### config.mk
export PLATFORM = sky130hd
export DESIGN_NAME = key_cmd_scheduler
export DESIGN_NICKNAME = d
export VERILOG_FILES = /design/src/rtl/key_pkg.sv /design/src/rtl/btn_filter.sv /design/src/rtl/key_cmd_scheduler.sv
export SDC_FILE = /design/constraint.sdc
export NUM_CORES = 1
export LEC_CHECK = 0
export BUFFER_PORTS_ARGS = -buffer_cell sky130_fd_sc_hd__buf_2
export CAP_MARGIN = 20
export CORE_MARGIN = 2
export CORE_UTILIZATION = 35
export CTS_BUF_LIST = sky130_fd_sc_hd__clkbuf_8
export CTS_CLUSTER_SIZE = 24
export DETAILED_ROUTE_END_ITERATION = 16
export GPL_TIMING_DRIVEN = 0
export MAX_ROUTING_LAYER = met4
export SYNTH_ARGS = -nofsm -noshare
export SYNTH_HDL_FRONTEND = slang
export SYNTH_SLANG_ARGS = --single-unit
### constraint.sdc
create_clock -name clk -period 3.1 [get_ports clk]
set_clock_uncertainty 0.15 [all_clocks]
set_input_delay 0.155 -clock clk [delete_from_list [all_inputs] [get_ports clk]]
set_output_delay 0.155 -clock clk [all_outputs]
set_load 0.03 [all_outputs]
### src/rtl/key_pkg.sv
// -----------------------------------------------------------------------------
// key_pkg
// Shared types for the push-button front end.
//   btn_state_e : per-button hold FSM state (IDLE, HOLD, REPEAT)
//   KIND_*      : command kind encoding carried on cmd_repeat
// -----------------------------------------------------------------------------
package key_pkg;

    typedef enum logic [1:0] {
        IDLE   = 2'd0,
        HOLD   = 2'd1,
        REPEAT = 2'd2
    } btn_state_e;

    localparam logic KIND_PRESS  = 1'b0;
    localparam logic KIND_REPEAT = 1'b1;

endpackage : key_pkg

### src/rtl/btn_filter.sv
// -----------------------------------------------------------------------------
// btn_filter
// One button: 2-flop synchroniser, debounce counter and the IDLE/HOLD/REPEAT
// hold FSM that produces press and auto-repeat events.
//   clk, rst_n  : clock, asynchronous active-low reset
//   btn_i       : raw active-high button
//   level_o     : debounced level
//   evt_o       : one-cycle event strobe (press or repeat)
//   evt_kind_o  : kind of the strobed event (KIND_PRESS / KIND_REPEAT)
// -----------------------------------------------------------------------------
module btn_filter
    import key_pkg::*;
#(
    parameter int DEB_CYC  = 1000000,
    parameter int LONG_CYC = 50000000,
    parameter int REP_CYC  = 10000000
) (
    input  logic clk,
    input  logic rst_n,
    input  logic btn_i,
    output logic level_o,
    output logic evt_o,
    output logic evt_kind_o
);

    localparam int CW   = $clog2(DEB_CYC);
    localparam int HMAX = (LONG_CYC > REP_CYC) ? LONG_CYC : REP_CYC;
    localparam int HW   = $clog2(HMAX);

    localparam logic [CW-1:0] CNT_LAST  = CW'(DEB_CYC - 1);
    localparam logic [HW-1:0] LONG_LAST = HW'(LONG_CYC - 1);
    localparam logic [HW-1:0] REP_LAST  = HW'(REP_CYC - 1);

    logic          sync1_q;
    logic          sync2_q;
    logic          level_q;
    logic [CW-1:0] cnt_q;
    btn_state_e    state_q;
    logic [HW-1:0] hc_q;

    // The debounced level changes on the edge where deb_done is high; the FSM
    // reacts to that same edge so events line up with the level change.
    logic deb_done;
    logic rise;
    logic fall;

    assign deb_done = (sync2_q != level_q) && (cnt_q == CNT_LAST);
    assign rise     = deb_done &&  sync2_q;
    assign fall     = deb_done && !sync2_q;
    assign level_o  = level_q;

    // NOTE: sequential state uses non-blocking assignments so every flop
    // samples the pre-edge values, which is what makes the 2-flop chain work.
    always_ff @(posedge clk or negedge rst_n) begin
        if (!rst_n) begin
            sync1_q <= 1'b0;
            sync2_q <= 1'b0;
            level_q <= 1'b0;
            cnt_q   <= '0;
        end else begin
            sync1_q <= btn_i;
            sync2_q <= sync1_q;
            if (sync2_q == level_q) begin
                cnt_q <= '0;
            end else if (deb_done) begin
                level_q <= sync2_q;
                cnt_q   <= '0;
            end else begin
                cnt_q <= cnt_q + 1'b1;
            end
        end
    end

    // Hold FSM. A release takes priority over a repeat that would fall due on
    // the same edge, so a release never produces a command.
    always_ff @(posedge clk or negedge rst_n) begin
        if (!rst_n) begin
            state_q <= IDLE;
            hc_q    <= '0;
        end else begin
            case (state_q)
                IDLE: begin
                    if (rise) begin
                        state_q <= HOLD;
                        hc_q    <= '0;
                    end
                end
                HOLD: begin
                    if (fall) begin
                        state_q <= IDLE;
                        hc_q    <= '0;
                    end else if (hc_q == LONG_LAST) begin
                        state_q <= REPEAT;
                        hc_q    <= '0;
                    end else begin
                        hc_q <= hc_q + 1'b1;
                    end
                end
                REPEAT: begin
                    if (fall) begin
                        state_q <= IDLE;
                        hc_q    <= '0;
                    end else if (hc_q == REP_LAST) begin
                        hc_q <= '0;
                    end else begin
                        hc_q <= hc_q + 1'b1;
                    end
                end
                default: begin
                    state_q <= IDLE;
                    hc_q    <= '0;
                end
            endcase
        end
    end

    // The strobe decodes the same conditions the FSM acts on this edge, so the
    // event is latched into the pending bit on that very edge.
    // NOTE: outputs get defaults before the case so no latch is inferred.
    always_comb begin
        evt_o      = 1'b0;
        evt_kind_o = KIND_PRESS;
        case (state_q)
            IDLE: begin
                if (rise) begin
                    evt_o      = 1'b1;
                    evt_kind_o = KIND_PRESS;
                end
            end
            HOLD: begin
                if (!fall && (hc_q == LONG_LAST)) begin
                    evt_o      = 1'b1;
                    evt_kind_o = KIND_REPEAT;
                end
            end
            REPEAT: begin
                if (!fall && (hc_q == REP_LAST)) begin
                    evt_o      = 1'b1;
                    evt_kind_o = KIND_REPEAT;
                end
            end
            default: ;
        endcase
    end

endmodule : btn_filter

### src/rtl/key_cmd_scheduler.sv
// -----------------------------------------------------------------------------
// key_cmd_scheduler
// Debounces N_BTN buttons and schedules their press / auto-repeat events
// round-robin onto a single valid/ready command port.
//   clk, rst_n  : clock, asynchronous active-low reset
//   btn_in      : raw active-high buttons
//   btn_level   : debounced levels
//   cmd_valid   : command presented
//   cmd_id      : issuing button index
//   cmd_repeat  : 0 = initial press, 1 = auto-repeat
//   cmd_ready   : consumer accepts (handshake = cmd_valid & cmd_ready)
//   ovf         : sticky per-button lost-event flag
// -----------------------------------------------------------------------------
module key_cmd_scheduler
    import key_pkg::*;
#(
    parameter int N_BTN    = 4,
    parameter int DEB_CYC  = 1000000,
    parameter int LONG_CYC = 50000000,
    parameter int REP_CYC  = 10000000,
    parameter int IDW      = $clog2(N_BTN)
) (
    input  logic             clk,
    input  logic             rst_n,
    input  logic [N_BTN-1:0] btn_in,
    output logic [N_BTN-1:0] btn_level,
    output logic             cmd_valid,
    output logic [IDW-1:0]   cmd_id,
    output logic             cmd_repeat,
    input  logic             cmd_ready,
    output logic [N_BTN-1:0] ovf
);

    localparam logic [IDW-1:0] ID_LAST = IDW'(N_BTN - 1);

    logic [N_BTN-1:0] evt;
    logic [N_BTN-1:0] evt_kind;

    for (genvar g = 0; g < N_BTN; g++) begin : g_filt
        btn_filter #(
            .DEB_CYC  (DEB_CYC),
            .LONG_CYC (LONG_CYC),
            .REP_CYC  (REP_CYC)
        ) u_filt (
            .clk        (clk),
            .rst_n      (rst_n),
            .btn_i      (btn_in[g]),
            .level_o    (btn_level[g]),
            .evt_o      (evt[g]),
            .evt_kind_o (evt_kind[g])
        );
    end

    logic [N_BTN-1:0] pend_q, pend_d;
    logic [N_BTN-1:0] kind_q, kind_d;
    logic [N_BTN-1:0] ovf_q,  ovf_d;
    logic [IDW-1:0]   ptr_q;
    logic             cmd_valid_q;
    logic [IDW-1:0]   cmd_id_q;
    logic             cmd_repeat_q;

    logic             load;
    logic             any_pend;
    logic [IDW-1:0]   winner;
    logic [IDW-1:0]   ptr_next;

    assign load = !cmd_valid_q || cmd_ready;

    // Round-robin search: first pending bit at ptr, ptr+1, ... with wrap.
    always_comb begin
        int j;
        j        = 0;
        any_pend = 1'b0;
        winner   = '0;
        for (int k = 0; k < N_BTN; k++) begin
            j = int'(ptr_q) + k;
            if (j >= N_BTN) begin
                j = j - N_BTN;
            end
            if (!any_pend && pend_q[j]) begin
                any_pend = 1'b1;
                winner   = IDW'(j);
            end
        end
    end

    assign ptr_next = (winner == ID_LAST) ? '0 : winner + 1'b1;

    // The winner's pending bit is cleared first, so a fresh event for the
    // button being loaded re-arms it instead of counting as an overflow.
    always_comb begin
        pend_d = pend_q;
        kind_d = kind_q;
        ovf_d  = ovf_q;
        if (load && any_pend) begin
            pend_d[winner] = 1'b0;
        end
        for (int i = 0; i < N_BTN; i++) begin
            if (evt[i]) begin
                if (pend_d[i]) begin
                    ovf_d[i] = 1'b1;
                end else begin
                    pend_d[i] = 1'b1;
                    kind_d[i] = evt_kind[i];
                end
            end
        end
    end

    always_ff @(posedge clk or negedge rst_n) begin
        if (!rst_n) begin
            pend_q       <= '0;
            kind_q       <= '0;
            ovf_q        <= '0;
            ptr_q        <= '0;
            cmd_valid_q  <= 1'b0;
            cmd_id_q     <= '0;
            cmd_repeat_q <= 1'b0;
        end else begin
            pend_q <= pend_d;
            kind_q <= kind_d;
            ovf_q  <= ovf_d;
            if (load) begin
                cmd_valid_q <= any_pend;
                if (any_pend) begin
                    cmd_id_q     <= winner;
                    cmd_repeat_q <= kind_q[winner];
                    ptr_q        <= ptr_next;
                end
            end
        end
    end

    assign cmd_valid  = cmd_valid_q;
    assign cmd_id     = cmd_id_q;
    assign cmd_repeat = cmd_repeat_q;
    assign ovf        = ovf_q;

endmodule : key_cmd_scheduler

# --- After elaboration in Yosys (flattened, before gate mapping) ---
# Index checks and enable logic that the tools add are counted.
word_totals:
  ff_bits: 222
  inputBits: 7
  out_inout_bits: 12
  word_cells: 279
classes:
  addsub: 16
  n_lt_le_gt_ge: 10
  eq_ne: 41
  muxes: 106
  bitwise_logic: 10
  reduce_logical: 59
op_table:
  columns: ["op", "count"]
  rows:
  - ["$mux 26", 20]
  - ["$pmux 26 s3", 4]
  - ["$mux 20", 8]
  - ["$lt 32x4->1 const B", 4]
  - ["$mux 32", 4]
  - ["$add 26x1->26 const B", 4]
  - ["$eq 26x24->1 const B", 4]
  - ["$eq 26x26->1 const B", 4]
  - ["$add 20x1->20 const B", 4]
  - ["$eq 20x20->1 const B", 4]
  - ["$mux 2", 21]
  - ["$mux 1", 30]
  - ["$reduce_and 2->1", 13]
  - ["$logic_and 1x1->1", 25]
  - ["$pmux 2 s3", 4]
  - ["$ne 2x1->1 const B", 8]
  - ["$logic_not 1->1", 12]
  - ["$ne 3x1->1 const B", 4]
  - ["$pmux 1 s3", 4]
  - ["$reduce_and 3->1", 4]
  - ["$sub 3x3->4 const B", 3]
  - ["$bmux 1 s2", 5]
  - ["$eq 2x2->1 const B", 5]
  - ["$ge 3x3->1 const B", 3]
  - ["other kinds (18)", 41]

# --- Longest topological paths before layout ---
# Gate-level depths: netlist of run 1.
logic_depth:
  word_depth: 24
  mapped_depth: 10
  ltp_nobuf: 10

# --- Cells and area by module ---
# A second synthesis of run 1 with hierarchy kept.
unflattened:
  cells_unflattened: 1401
  area_unflattened_um2: 12573.3
by_module_without_submodules:
  columns: ["mod", "n_inst", "cells_each", "area_per_inst_um2"]
  rows:
  - ["btn_filter", 4, 329, 2925.3]
  - ["key_cmd_scheduler", 1, 85, 872.1]

# --- Worst setup path after synthesis of run 1 ---
# OpenSTA, ideal clock, no wires.
synth_path:
  path_type: "register to register"
  start: "reg g_filt[0].u_filt.hc_q[18]"
  end: "reg g_filt[0].u_filt.hc_q[14]"
  arrival_ns: 2.307
  required_ns: 2.819
  setup_slack_ns: 0.512
  path_stages_with_launch: 8
  n_path_buf: 1
  period_less_slack_ns: 2.588
  cell_sequence: "dfrtp_1 > or4_1 > or4_1 > o21a_1 > o21a_1 > buf_2 > a31oi_1 > o31ai_1"
synth_via:
  elab_chain_cells: 4
  elab_cells_between_ends: 7
synth_lines:
  columns: ["item", "line_no", "rtl"]
  rows:
  - ["start: declaration", "btn_filter.sv:39", "logic [HW-1:0] hc_q;"]
  - ["start signal: assignment", "btn_filter.sv:96", "hc_q <= hc_q + 1'b1;"]
  - ["start signal: assignment", "btn_filter.sv:106", "hc_q <= hc_q + 1'b1;"]
  - ["$eq 26x24->1 / $eq 26x26->1 (equally long branches)", "btn_filter.sv:103, btn_filter.sv:92", null]
  - ["$mux 26 (on tied branches)", "btn_filter.sv:103, btn_filter.sv:92", null]
  - ["$mux 26 (on tied branches)", "btn_filter.sv:100, btn_filter.sv:89", null]
  - ["$pmux 26 s3 (*)", "btn_filter.sv:81", "case (state_q)"]
# Mark *: on every way between the ends. The rest lies on a longest branch, timed or not.
# A chain may end at the register's enable or synchronous reset.

# --- Worst setup path after layout of run 1 ---
layout_path:
  start: "reg g_filt[0].u_filt.hc_q[18]"
  end: "reg g_filt[0].u_filt.hc_q[15]"
# The elaborated chain is that of the path after synthesis.

==> flow_metrics.env, run 1 <==
export IMPL_critPathMaxFanout=10
export IMPL_coreArea_mm2=0.0345
export IMPL_synth_area_leaders="dfrtp_1 (45%), nand2_1 (5.9%), nand3_1 (5.6%), nor2_1 (3.9%), xor2_1 (3.2%)"
export IMPL_antenna_cells=0
export IMPL_synth_most_common_cell="dfrtp_1"
export IMPL_synth_simple_area_share_pct=29.5
export IMPL_period_needed_ns=2.96
export IMPL_crit_start="g_filt[0].u_filt.hc_q[18]"
export IMPL_syn_to_final_growth_pct=14.1
export IMPL_cts_sinks=222
export IMPL_cp_data_required_time_ns=3.35
export IMPL_initial_core_util_pct=35.5
export IMPL_dr_total_vias=10200
export IMPL_antenna_found_initial=0
export IMPL_firstDrtPassIters=7
export IMPL_viasPerCell=5.35
export IMPL_final_cell_area_mm2=0.0140
export IMPL_synthAdderAreaFrac_pct=2.86
export IMPL_synth_edf_count=0
export IMPL_synth_top_cell_area_share_pct=45.4
export IMPL_layout_area_seq_mm2=0.00556
export IMPL_clkTransAtPathRegs_ns=0.06
export IMPL_endpoint_kind="register"
export IMPL_fin_setup_tns_ns=0
export IMPL_synthFlopType="dfrtp_1"
export IMPL_min_path_type="input port to asynchronous set/reset pin"
export IMPL_fmax_mhz=338
export IMPL_clk_latency_ns=0.54
export IMPL_grt_ovfl_total=0
export IMPL_syn_nets=1394
export IMPL_place_ws_ns=0.0976
export IMPL_synth_top_family_by_area="simple AND/OR/NAND/NOR gates"
export IMPL_ant_nets=0
export IMPL_setup_viol=0
export IMPL_synth_top_area_cell="dfrtp_1"
export IMPL_maxCapViolations=0
export IMPL_ios=19
export IMPL_async_reset_ff_share_pct=100
export IMPL_fp_dieW_um=191
export IMPL_worstSetupPathType="register to register"
export IMPL_period_share_pct=95.4
export IMPL_drive_above_1_share_pct=9.26
export IMPL_peakVddDrop_mv=0.277
export IMPL_wl_per_cell_um=14.5
export IMPL_gp_congestion=0.829
export IMPL_dp_hpwl_um=18800
export IMPL_grt_usage_pct=16.0
export IMPL_regToRegStartpoint="g_filt[0].u_filt.hc_q[18]"
export IMPL_totalWireLength_um=27800
export IMPL_powerDensity_mw_per_mm2=468
export IMPL_leakagePower_nw=5.63
export IMPL_cp_data_arrival_time_ns=3.21
export IMPL_num_fill_cells=3414
export IMPL_tritoncts="done"
export IMPL_synth_xor_area_share_pct=5.30
export IMPL_die_area_mm2=0.0365
export IMPL_multi_input_area_mm2=0.00629
export IMPL_rsz0062_at_grt="no"
export IMPL_die_y_um=191
export IMPL_grt_pass1_vias=9764
export IMPL_nets=1466
export IMPL_drc=0
export IMPL_cts_buffers=42
export IMPL_synth_area_per_cell_um2=9.00
export IMPL_synth_ff_latch_count=222
export IMPL_grt_max_degree=92
export IMPL_yosys_warnings=0
export IMPL_grt_pass1_wl_um=48000
export IMPL_fin_ws_ns=0.141
export IMPL_synth_compound_area_share_pct=13.0
export IMPL_yosysUniqueCellTypes=70
export IMPL_ctsHtreeMaxLevel=2
export IMPL_synthesis_instances=1359
export IMPL_synth_mux_area_fraction_pct=0.522
export IMPL_finish_utilization_pct=40.5
export IMPL_clockBufferDepth=3
export IMPL_finalHoldViolCount=0
export IMPL_ys_seq_area_share_pct=45.4
export IMPL_worst_pin_slew_ns=1.04
export IMPL_synth_area_mm2=0.0122
export IMPL_fp_row_count=68
export IMPL_outcome="finished clean"
export IMPL_slew_violations=0
export IMPL_relSlewSlack_pct=30.2
export IMPL_cp_start_kind="register"
export IMPL_portBuffers=18
export IMPL_placed_area_mm2=0.0130
export IMPL_synthTopCellsByCount="dfrtp_1 (222), nand2_1 (191), nand3_1 (138)"
export IMPL_first_iter_violations=581
export IMPL_clockRootBuffer="clkbuf_8"
## report_power, final
| part | internal (W) | total [W] | switching [W] |
|---|---|---|---|
| registers | 0.00297 | 0.00303 | 0.0000638 |
| logic | 0.000181 | 0.000535 | 0.000354 |
| clock network | 0.00173 | 0.00297 | 0.00124 |
| total | 0.00488 | 0.00653 | 0.00166 |
## flip-flops by register name (all words and copies together), names as in the netlist
register,flops
cmd_id,2
cmd_repeat,1
cmd_valid,1
kind_q,4
g_filt.u_filt.sync2_q,4
pend_q,4
ptr_q,2
g_filt.u_filt.hc_q,104
g_filt.u_filt.level_o,4
g_filt.u_filt.cnt_q,80
g_filt.u_filt.state_q,8
g_filt.u_filt.sync1_q,4
ovf,4
## path summary, 6_finish.rpt
check | end | slack [ns] | depth (start not counted)
setup / recovery | g_filt[0].u_filt.hc_q[15] | 0.14 | 7
setup reg to reg | g_filt[0].u_filt.hc_q[15] | 0.14 | 7
hold / removal | g_filt[1].u_filt.cnt_q[4] | 0.06 | 3
max in group asynchronous | g_filt[3].u_filt.cnt_q[3] | 2.28 | 3
min in group clk | g_filt[2].u_filt.sync1_q | 0.11 | 2
hold reg to reg | g_filt[1].u_filt.sync2_q | 0.19 | 0
## critical path: stages (launching register included)
cell and delay, ns:
dfrtp_1 0.44, or4_1 0.59, or4_1 0.56, o21a_1 0.22, o21a_1 0.30, nand2_2 0.24
buf_4 0.23, o211ai_1 0.11
## per-layer routing
metal / track usage (%) / share of wire [%] / routed length (um)
met1: 21.8 / 48 / 13400
met4: 4.86 / 2.0 / 552
met2: 24.5 / 45 / 12600
met5: - / 0 / 0
met3: 2.68 / 4.8 / 1330
## layout make-up
type	count	area share [%]
sequential	222	39.8
clock buffer	51	5.03
multi-input combinational	1041	45.1
timing repair buffer	29	1.85
buffer	46	1.66
tap	455	4.08
inverter	49	1.32
clock inverter	20	1.17
## kinds of logic (layout without fill, tap and decap cells)
kind of cell | after synthesis | count (layout)
simple gates | 714 | 714
fa+ha+maj | 28 | 28
xor+xnor | 74 | 74
compound gates | 219 | 219
flops | 222 | 222
buf+inv | 96 | 195
mux | 6 | 6
## repair_timing
action                                  CTS  global route
endpoints found under the setup margin    0            52
endpoints found under the hold margin   227             0
buffers inserted                          0             2
hold buffers                              7             0
resized for setup                         0            13
## stage by stage
stage                     hold WS [ns]  cells  power [W]
final                           0.0592   1913    0.00653
after global routing            0.0709   1913    0.00686
after CTS                       0.0414   1912    0.00667
after detailed placement       -0.0443   1834    0.00362
after global placement           0.114   1832    0.00360
after floorplan                 -0.291   1359    0.00340
## cell usage in the layout, fill, tap and decap left out, types with 7 or more instances in the layout
| cell | count |
|---|---|
| a21o_1 | 8 |
| a21oi_1 | 22 |
| a22o_1 | 9 |
| a31oi_1 | 10 |
| and2_1 | 13 |
| and3_1 | 14 |
| buf_2 | 26 |
| buf_4 | 7 |
| clkbuf_1 | 24 |
| clkbuf_8 | 51 |
| dfrtp_1 | 222 |
| ha_1 | 28 |
| inv_1 | 60 |
| nand2_1 | 191 |
| nand2b_1 | 15 |
| nand3_1 | 138 |
| nand4_1 | 56 |
| nor2_1 | 127 |
| nor2b_1 | 12 |
| nor3_1 | 30 |
| nor4_1 | 26 |
| o211ai_1 | 10 |
| o21ai_0 | 44 |
| o311ai_0 | 27 |
| o311ai_1 | 9 |
| o31ai_1 | 20 |
| or2_2 | 11 |
| or3_1 | 22 |
| or4_1 | 17 |
| or4b_1 | 7 |
| xnor2_1 | 29 |
| xor2_1 | 45 |
Power figures use the tool's default switching activity.
==> inputs of run 2 (changes only) <==
- SYNTH_HIERARCHICAL: not set -> 1
==> run 2 against run 1 <==
Count of clock-buffer cells in the layout stayed put. Die area is 2.8% higher. Combinational power hardly changed. Core utilization is 0.66 points lower. Non-clock buffer count is 12 lower. Global-route usage is 0.065 points lower. Final cell count is 2.2% higher. Largest power group unchanged. Highest routed layer unchanged.
==> flow_metrics.env, run 2 <==
export IMPL_outcome="finished clean"
export IMPL_peakVddDrop_mv=0.288
export IMPL_dr_total_vias=10500
export IMPL_place_inst=1881
export IMPL_gp_congestion=0.815
export IMPL_synth_area_leaders="dfrtp_1 (44%), nand3_1 (7.0%), nand2_1 (6.9%), nor2_1 (3.4%), ha_1 (2.8%)"
export IMPL_synthesis_instances=1401
export IMPL_fin_ws_ns=0.362
export IMPL_worstPathCellList="or4b_4 > nor3_4 > nand3_1 > nor4_1 > a211o_1 > a21oi_1 > nand2_1 > mux2_2"
export IMPL_portBuffers=18
export IMPL_synthFlopType="dfrtp_1"
export IMPL_reg_largest_list="g_filt.u_filt/hc_q x104, g_filt.u_filt/cnt_q x80, g_filt.u_filt/state_q x8"
export IMPL_grt_pass1_wl_um=49900
export IMPL_pwr_share_comb_pct=8.4
export IMPL_cts_sinks=222
export IMPL_critPathMaxFanout=8
export IMPL_wl_per_cell_um=14.4
export IMPL_yosysUniqueCellTypes=57
export IMPL_hold_buffers=6
export IMPL_syn_nets=1436
export IMPL_clk_latency_ns=0.56
export IMPL_totalWireLength_um=28300
export IMPL_syn_to_final_growth_pct=12.4
export IMPL_power_frac_seq_pct=47.9
export IMPL_rsz0062_at_grt="no"
export IMPL_clkTransAtPathRegs_ns=0.06
export IMPL_slowest_stage="or4b_4"
export IMPL_grt_usage_pct=16.0
export IMPL_synth_top_cell_area_share_pct=44.2
export IMPL_fp_dieW_um=194
export IMPL_cp_data_required_time_ns=3.37
export IMPL_clockBufferDepth=3
export IMPL_dp_hpwl_um=19200
export IMPL_endpoint_kind="register"
export IMPL_p_sw_share_pct=25.6
export IMPL_post_cts_buffers=0
export IMPL_mostFrequentLayoutCells="nand2_1 (231), dfrtp_1 (222), nand3_1 (176)"
export IMPL_top_register="g_filt.u_filt/hc_q"
export IMPL_min_path_type="input port to register"
export IMPL_synth_top_area_cell="dfrtp_1"
export IMPL_ios=19
export IMPL_place_ws_ns=0.351
export IMPL_period_share_pct=88.3
export IMPL_antenna_found_initial=1
export IMPL_leakagePower_nw=5.90
export IMPL_grt_ovfl_total=0
export IMPL_maxCapViolations=0
export IMPL_coreArea_mm2=0.0355
export IMPL_viasPerCell=5.36
export IMPL_nets=1503
export IMPL_period_needed_ns=2.74
export IMPL_clock_power_share_pct=43.7
export IMPL_cts_buffers=40
export IMPL_synthTopCellsByCount="nand2_1 (231), dfrtp_1 (222), nand3_1 (176)"
export IMPL_die_area_mm2=0.0375
export IMPL_power_switching_w=0.00162
export IMPL_synth_area_per_cell_um2=8.97
export IMPL_setup_viol=0
export IMPL_largest_reg_flops=104
export IMPL_drive_above_1_share_pct=8.84
export IMPL_tritoncts="done"
export IMPL_ctsHtreeMaxLevel=2
export IMPL_cp_start_kind="register"
export IMPL_final_common_cell="nand2_1"
export IMPL_clockRootBuffer="clkbuf_8"
export IMPL_num_fill_cells=3553
export IMPL_synth_area_mm2=0.0126
export IMPL_grt_pass1_vias=10100
export IMPL_layout_cells_non_filler=1956
export IMPL_fmax_mhz=365
export IMPL_grt_max_degree=114
export IMPL_ant_nets=0
export IMPL_finalHoldViolCount=0
export IMPL_fp_row_count=69
export IMPL_relSlewSlack_pct=41.5
export IMPL_yosys_warnings=6
export IMPL_p_int_w=0.00470
export IMPL_ys_seq_area_share_pct=44.2
export IMPL_first_iter_violations=617
export IMPL_worstSetupPathType="register to register"
export IMPL_worst_pin_slew_ns=0.878
export IMPL_die_y_um=194
export IMPL_path_buf_inv=0
export IMPL_synth_most_common_cell="nand2_1"
export IMPL_synth_ff_latch_count=222
export IMPL_drc=0
export IMPL_initial_core_util_pct=35.4
export IMPL_critPathMaxStageDelay_ns=0.56
export IMPL_powerDensity_mw_per_mm2=447
export IMPL_cts_resized=0
export IMPL_async_reset_ff_share_pct=100
export IMPL_firstDrtPassIters=5
export IMPL_synth_edf_count=0
export IMPL_slew_violations=0
export IMPL_cp_data_arrival_time_ns=3.01
export IMPL_crit_family="simple AND/OR/NAND/NOR gates"
[run 2: cell types whose count changed after synthesis, sizes merged, moves of 11 or more]
| cell | before | now |
|---|---|---|
| nand2 | 192 | 231 |
| nand3 | 138 | 176 |
| or3 | 22 | 56 |
| o31ai | 22 | 0 |
| and3 | 14 | 33 |
| nand2b | 16 | 0 |
| nor2 | 128 | 115 |
| xor2 | 45 | 32 |
| nand4 | 56 | 44 |
| nor4bb | 0 | 12 |
| o21ai | 45 | 57 |
| o311ai | 36 | 25 |
[run 2: area by class of cell]
type / instances / area (um2) / area share (%)
Antenna cell: 1 / 2.50 / 0.0177
Buffer: 38 / 214 / 1.51
Clock buffer: 51 / 702 / 4.96
Clock inverter: 17 / 96.3 / 0.681
Inverter: 48 / 180 / 1.27
Multi-Input combinational cell: 1093 / 6620 / 46.8
Sequential cell: 222 / 5560 / 39.3
Tap cell: 461 / 577 / 4.08
Timing Repair Buffer: 25 / 188 / 1.33
[run 2: per-layer routing]
layer  up-vias  GRT usage (%)  share of wire [%]
li1       5223              -                  -
met1      5061           22.2                 50
met2       154           23.7                 44
met3        51           2.81                4.1
met4         0           4.83                2.2
met5         -              -                  0
[run 2: cell families after synthesis]
| kind of cell | Yosys count | share of synthesized area (%) |
|---|---|---|
| multiplexers | 5 | 0.438 |
| AND/OR/NAND/NOR | 810 | 34.2 |
| AO/OA/AOI/OAI | 186 | 10.8 |
| XOR/XNOR | 64 | 4.46 |
| adder cells (fa/ha/maj) | 28 | 2.79 |
| flip-flops | 222 | 44.2 |
| buffers and inverters | 86 | 3.13 |
[run 2: power groups by stage]
| stage | sequential, W | combinational (W) | clock (W) |
|---|---|---|---|
| 3_5_place_dp | 0.00308 | 0.000544 | 0 |
| 2_1_floorplan | 0.00309 | 0.000339 | 0 |
| 6_report | 0.00302 | 0.000534 | 0.00276 |
| 3_3_place_gp | 0.00307 | 0.000530 | 0 |
| 5_1_grt | 0.00303 | 0.000618 | 0.00303 |
| 4_1_cts | 0.00302 | 0.000550 | 0.00291 |
[run 2: path summary, 6_finish.rpt]
kind / startpoint / depth (start not counted) / end / slack (ns)
min in group asynchronous: rst_n / 2 / g_filt[1].u_filt/cnt_q[10] / 0.15
max in group asynchronous: rst_n / 3 / g_filt[0].u_filt/hc_q[3] / 1.62
min reg2reg: g_filt[1].u_filt/sync1_q / 0 / g_filt[1].u_filt/sync2_q / 0.20
max reg2reg: g_filt[3].u_filt/cnt_q[8] / 8 / kind_q[3] / 0.36
min: btn_in[2] / 2 / g_filt[2].u_filt/sync1_q / 0.09
max: g_filt[3].u_filt/cnt_q[8] / 8 / kind_q[3] / 0.36
[run 2: stage by stage]
stage / TNS, ns / total power (W) / hold WS (ns) / utilization (%) / instance area, um2
after floorplan: 0 / 0.00343 / -0.291 / - / 12600
after CTS: 0 / 0.00648 / 0.0447 / 39.8 / 14100
after detailed placement: 0 / 0.00362 / 0.115 / 37.4 / 13300
final: 0 / 0.00632 / 0.0871 / 39.8 / 14100
after global placement: -518.34 / 0.00360 / 0.114 / 37.3 / 13200
after global routing: 0 / 0.00668 / 0.0816 / 39.8 / 14100
==> inputs of run 3 (changes only) <==
- CORE_MARGIN: 2 -> 3
- PLACE_DENSITY: not set -> 0.51
- clock period: 3.1 -> 2.8 ns (I/O delays scaled with it)
==> run 3 against run 2 <==
Flip-flop and latch count unchanged. Power up 16%. Non-clock buffer count up 20. Critical path depth unchanged. Cell area up 2.6%. Worst hold slack better by 0.11 ns. Die area up 2.1%. Sequential power up 11%.
==> flow_metrics.env, run 3 (synthesis results as in run 2) <==
export IMPL_outcome="finished clean"
export IMPL_power_frac_seq_pct=45.6
export IMPL_slew_violations=0
export IMPL_timing_critical_path_to="g_filt[1].u_filt/hc_q[19]"
export IMPL_final_common_cell="nand2_1"
export IMPL_multi_input_area_mm2=0.00669
export IMPL_r2r_cells=8
export IMPL_first_iter_violations=561
export IMPL_maxCapViolations=0
export IMPL_ant_nets=0
export IMPL_reg2reg_to="g_filt[1].u_filt/hc_q[19]"
export IMPL_cts_buffers=44
export IMPL_fmax_mhz=379
export IMPL_drc=0
export IMPL_period_share_pct=94.2
export IMPL_slowest_stage="or4b_4"
export IMPL_setup_viol=0
export IMPL_clk_latency_ns=0.59
export IMPL_reg2reg_slack_ns=0.16
export IMPL_cp_data_required_time_ns=3.16
export IMPL_largest_reg_flops=104
export IMPL_path_buf_inv=2
export IMPL_nets=1527
export IMPL_drive_above_1_share_pct=11.0
export IMPL_top_register="g_filt.u_filt/hc_q"
export IMPL_finish_utilization_pct=41.5
export IMPL_regToRegStartpoint="g_filt[1].u_filt/cnt_q[8]"
export IMPL_relSlewSlack_pct=50.0
export IMPL_grt_usage_pct=16.3
export IMPL_cts_sinks=222
export IMPL_wl_met2_um=13200
export IMPL_powerDensity_mw_per_mm2=507
export IMPL_peakVddDrop_mv=0.346
export IMPL_finalHoldViolCount=0
export IMPL_rsz0062_at_grt="no"
export IMPL_portBuffers=18
export IMPL_layout_area_seq_mm2=0.00556
export IMPL_highest_layer="met4"
export IMPL_leakagePower_nw=6.08
export IMPL_layout_cells_non_filler=1979
export IMPL_p_sw_share_pct=26.5
export IMPL_grt_max_degree=97
export IMPL_tritoncts="done"
export IMPL_wl_met3_um=1130
export IMPL_endpoint_kind="register"
export IMPL_p_int_w=0.00541
export IMPL_place_inst=1876
export IMPL_grt_ovfl_total=0
export IMPL_mostFrequentLayoutCells="nand2_1 (231), dfrtp_1 (222), nand3_1 (176)"
export IMPL_fp_dieW_um=196
export IMPL_reg_largest_list="g_filt.u_filt/hc_q x104, g_filt.u_filt/cnt_q x80, g_filt.u_filt/state_q x8"
export IMPL_crit_start="g_filt[1].u_filt/cnt_q[8]"
export IMPL_cp_depth=8
export IMPL_final_cell_area_mm2=0.0145
export IMPL_cp_data_arrival_time_ns=2.99
export IMPL_cp_start_kind="register"
export IMPL_ios=19
export IMPL_period_needed_ns=2.64
export IMPL_grt_pass1_wl_um=51100
export IMPL_pwr_share_comb_pct=8.3
export IMPL_clockRootBuffer="clkbuf_8"
export IMPL_placed_area_mm2=0.0133
export IMPL_dp_hpwl_um=20200
export IMPL_ctsHtreeMaxLevel=2
export IMPL_dr_total_vias=10500
export IMPL_power_switching_w=0.00195
export IMPL_worst_pin_slew_ns=0.744
export IMPL_num_fill_cells=3530
export IMPL_clkTransAtPathRegs_ns=0.06
export IMPL_antenna_found_initial=0
export IMPL_die_y_um=196
export IMPL_clock_power_share_pct=46.1
export IMPL_fp_row_count=68
export IMPL_die_area_mm2=0.0382
export IMPL_firstDrtPassIters=7
export IMPL_critPathMaxStageDelay_ns=0.57
export IMPL_viasPerCell=5.30
export IMPL_syn_to_final_growth_pct=15.4
export IMPL_min_path_type="register to register"
export IMPL_grt_pass1_vias=9931
export IMPL_worstSetupPathType="register to register"
export IMPL_initial_core_util_pct=36.0
export IMPL_crit_family="simple AND/OR/NAND/NOR gates"
export IMPL_whs_path_depth=0
export IMPL_antenna_cells=0
export IMPL_wl_per_cell_um=15.2
export IMPL_totalWireLength_um=30100
export IMPL_coreArea_mm2=0.0350
export IMPL_critPathMaxFanout=10
export IMPL_gp_congestion=0.788
export IMPL_clockBufferDepth=3
export IMPL_worstPathCellList="or4b_4 > nor3_4 > buf_4 > a31o_4 > o211ai_2 > buf_6 > or3_1 > nand3_1"
export IMPL_m1WireLength_um=15000
[run 3: cell types whose count changed in the layout (fill, tap and decap cells not counted), sizes merged]
cell | before | now
diode | 1 | 0
clkbuf | 79 | 88
bufinv | 1 | 0
clkinvlp | 0 | 2
buf | 29 | 44
dlygate4sd3 | 6 | 11
[run 3: repair_timing]
item,in CTS,in global routing
hold buffers,12,0
endpoints found under the hold margin,232,0
setup endpoints to repair,1,49
buffers inserted,2,11
resized for setup,0,13
pin swaps,1,5
[run 3: through the flow]
step                      total power, W  worst slack, ns  hold slack (ns)  TNS, ns
after floorplan                  0.00380            0.397           -0.306        0
after global placement           0.00400            -2.86           0.0975  -629.47
after detailed placement         0.00402          0.00468          -0.0490        0
after CTS                        0.00754           0.0243            0.184        0
after global routing             0.00775         0.000634            0.210        0
final                            0.00735            0.163            0.196        0
[run 3: metal layers]
layer | track usage, % | up-vias
met5 | - | -
met4 | 5.68 | 0
met3 | 2.93 | 52
met2 | 23.8 | 139
met1 | 22.8 | 5034
li1 | - | 5263
[run 3: how the worst min path moves through the flow]
stage                        startpoint                       end
2_1_floorplan                     rst_n                 cmd_id[0]
3_3_place_gp                  btn_in[0]  g_filt[0].u_filt/sync1_q
3_5_place_dp                      rst_n  g_filt[2].u_filt/hc_q[5]
4_1_cts                       cmd_ready                 cmd_valid
5_1_grt        g_filt[2].u_filt/sync1_q  g_filt[2].u_filt/sync2_q
6_report       g_filt[2].u_filt/sync1_q  g_filt[2].u_filt/sync2_q
[run 3: power by group through the flow]
stage          sequential (W)  combinational (W)  clock (W)
2_1_floorplan         0.00342           0.000375          0
3_3_place_gp          0.00341           0.000596          0
4_1_cts               0.00335           0.000630    0.00356
6_report              0.00335           0.000612    0.00339
3_5_place_dp          0.00341           0.000611          0
5_1_grt               0.00336           0.000696    0.00370
[run 3: layout make-up]
type                            instances  share of cell area (%)
Timing Repair Buffer                   45                    2.69
Clock buffer                           60                    5.69
Sequential cell                       222                    38.3
Multi-Input combinational cell       1093                    46.1
Buffer                                 38                    1.47
Clock inverter                         18                   0.595
Inverter                               48                    1.24
Tap cell                              455                    3.92
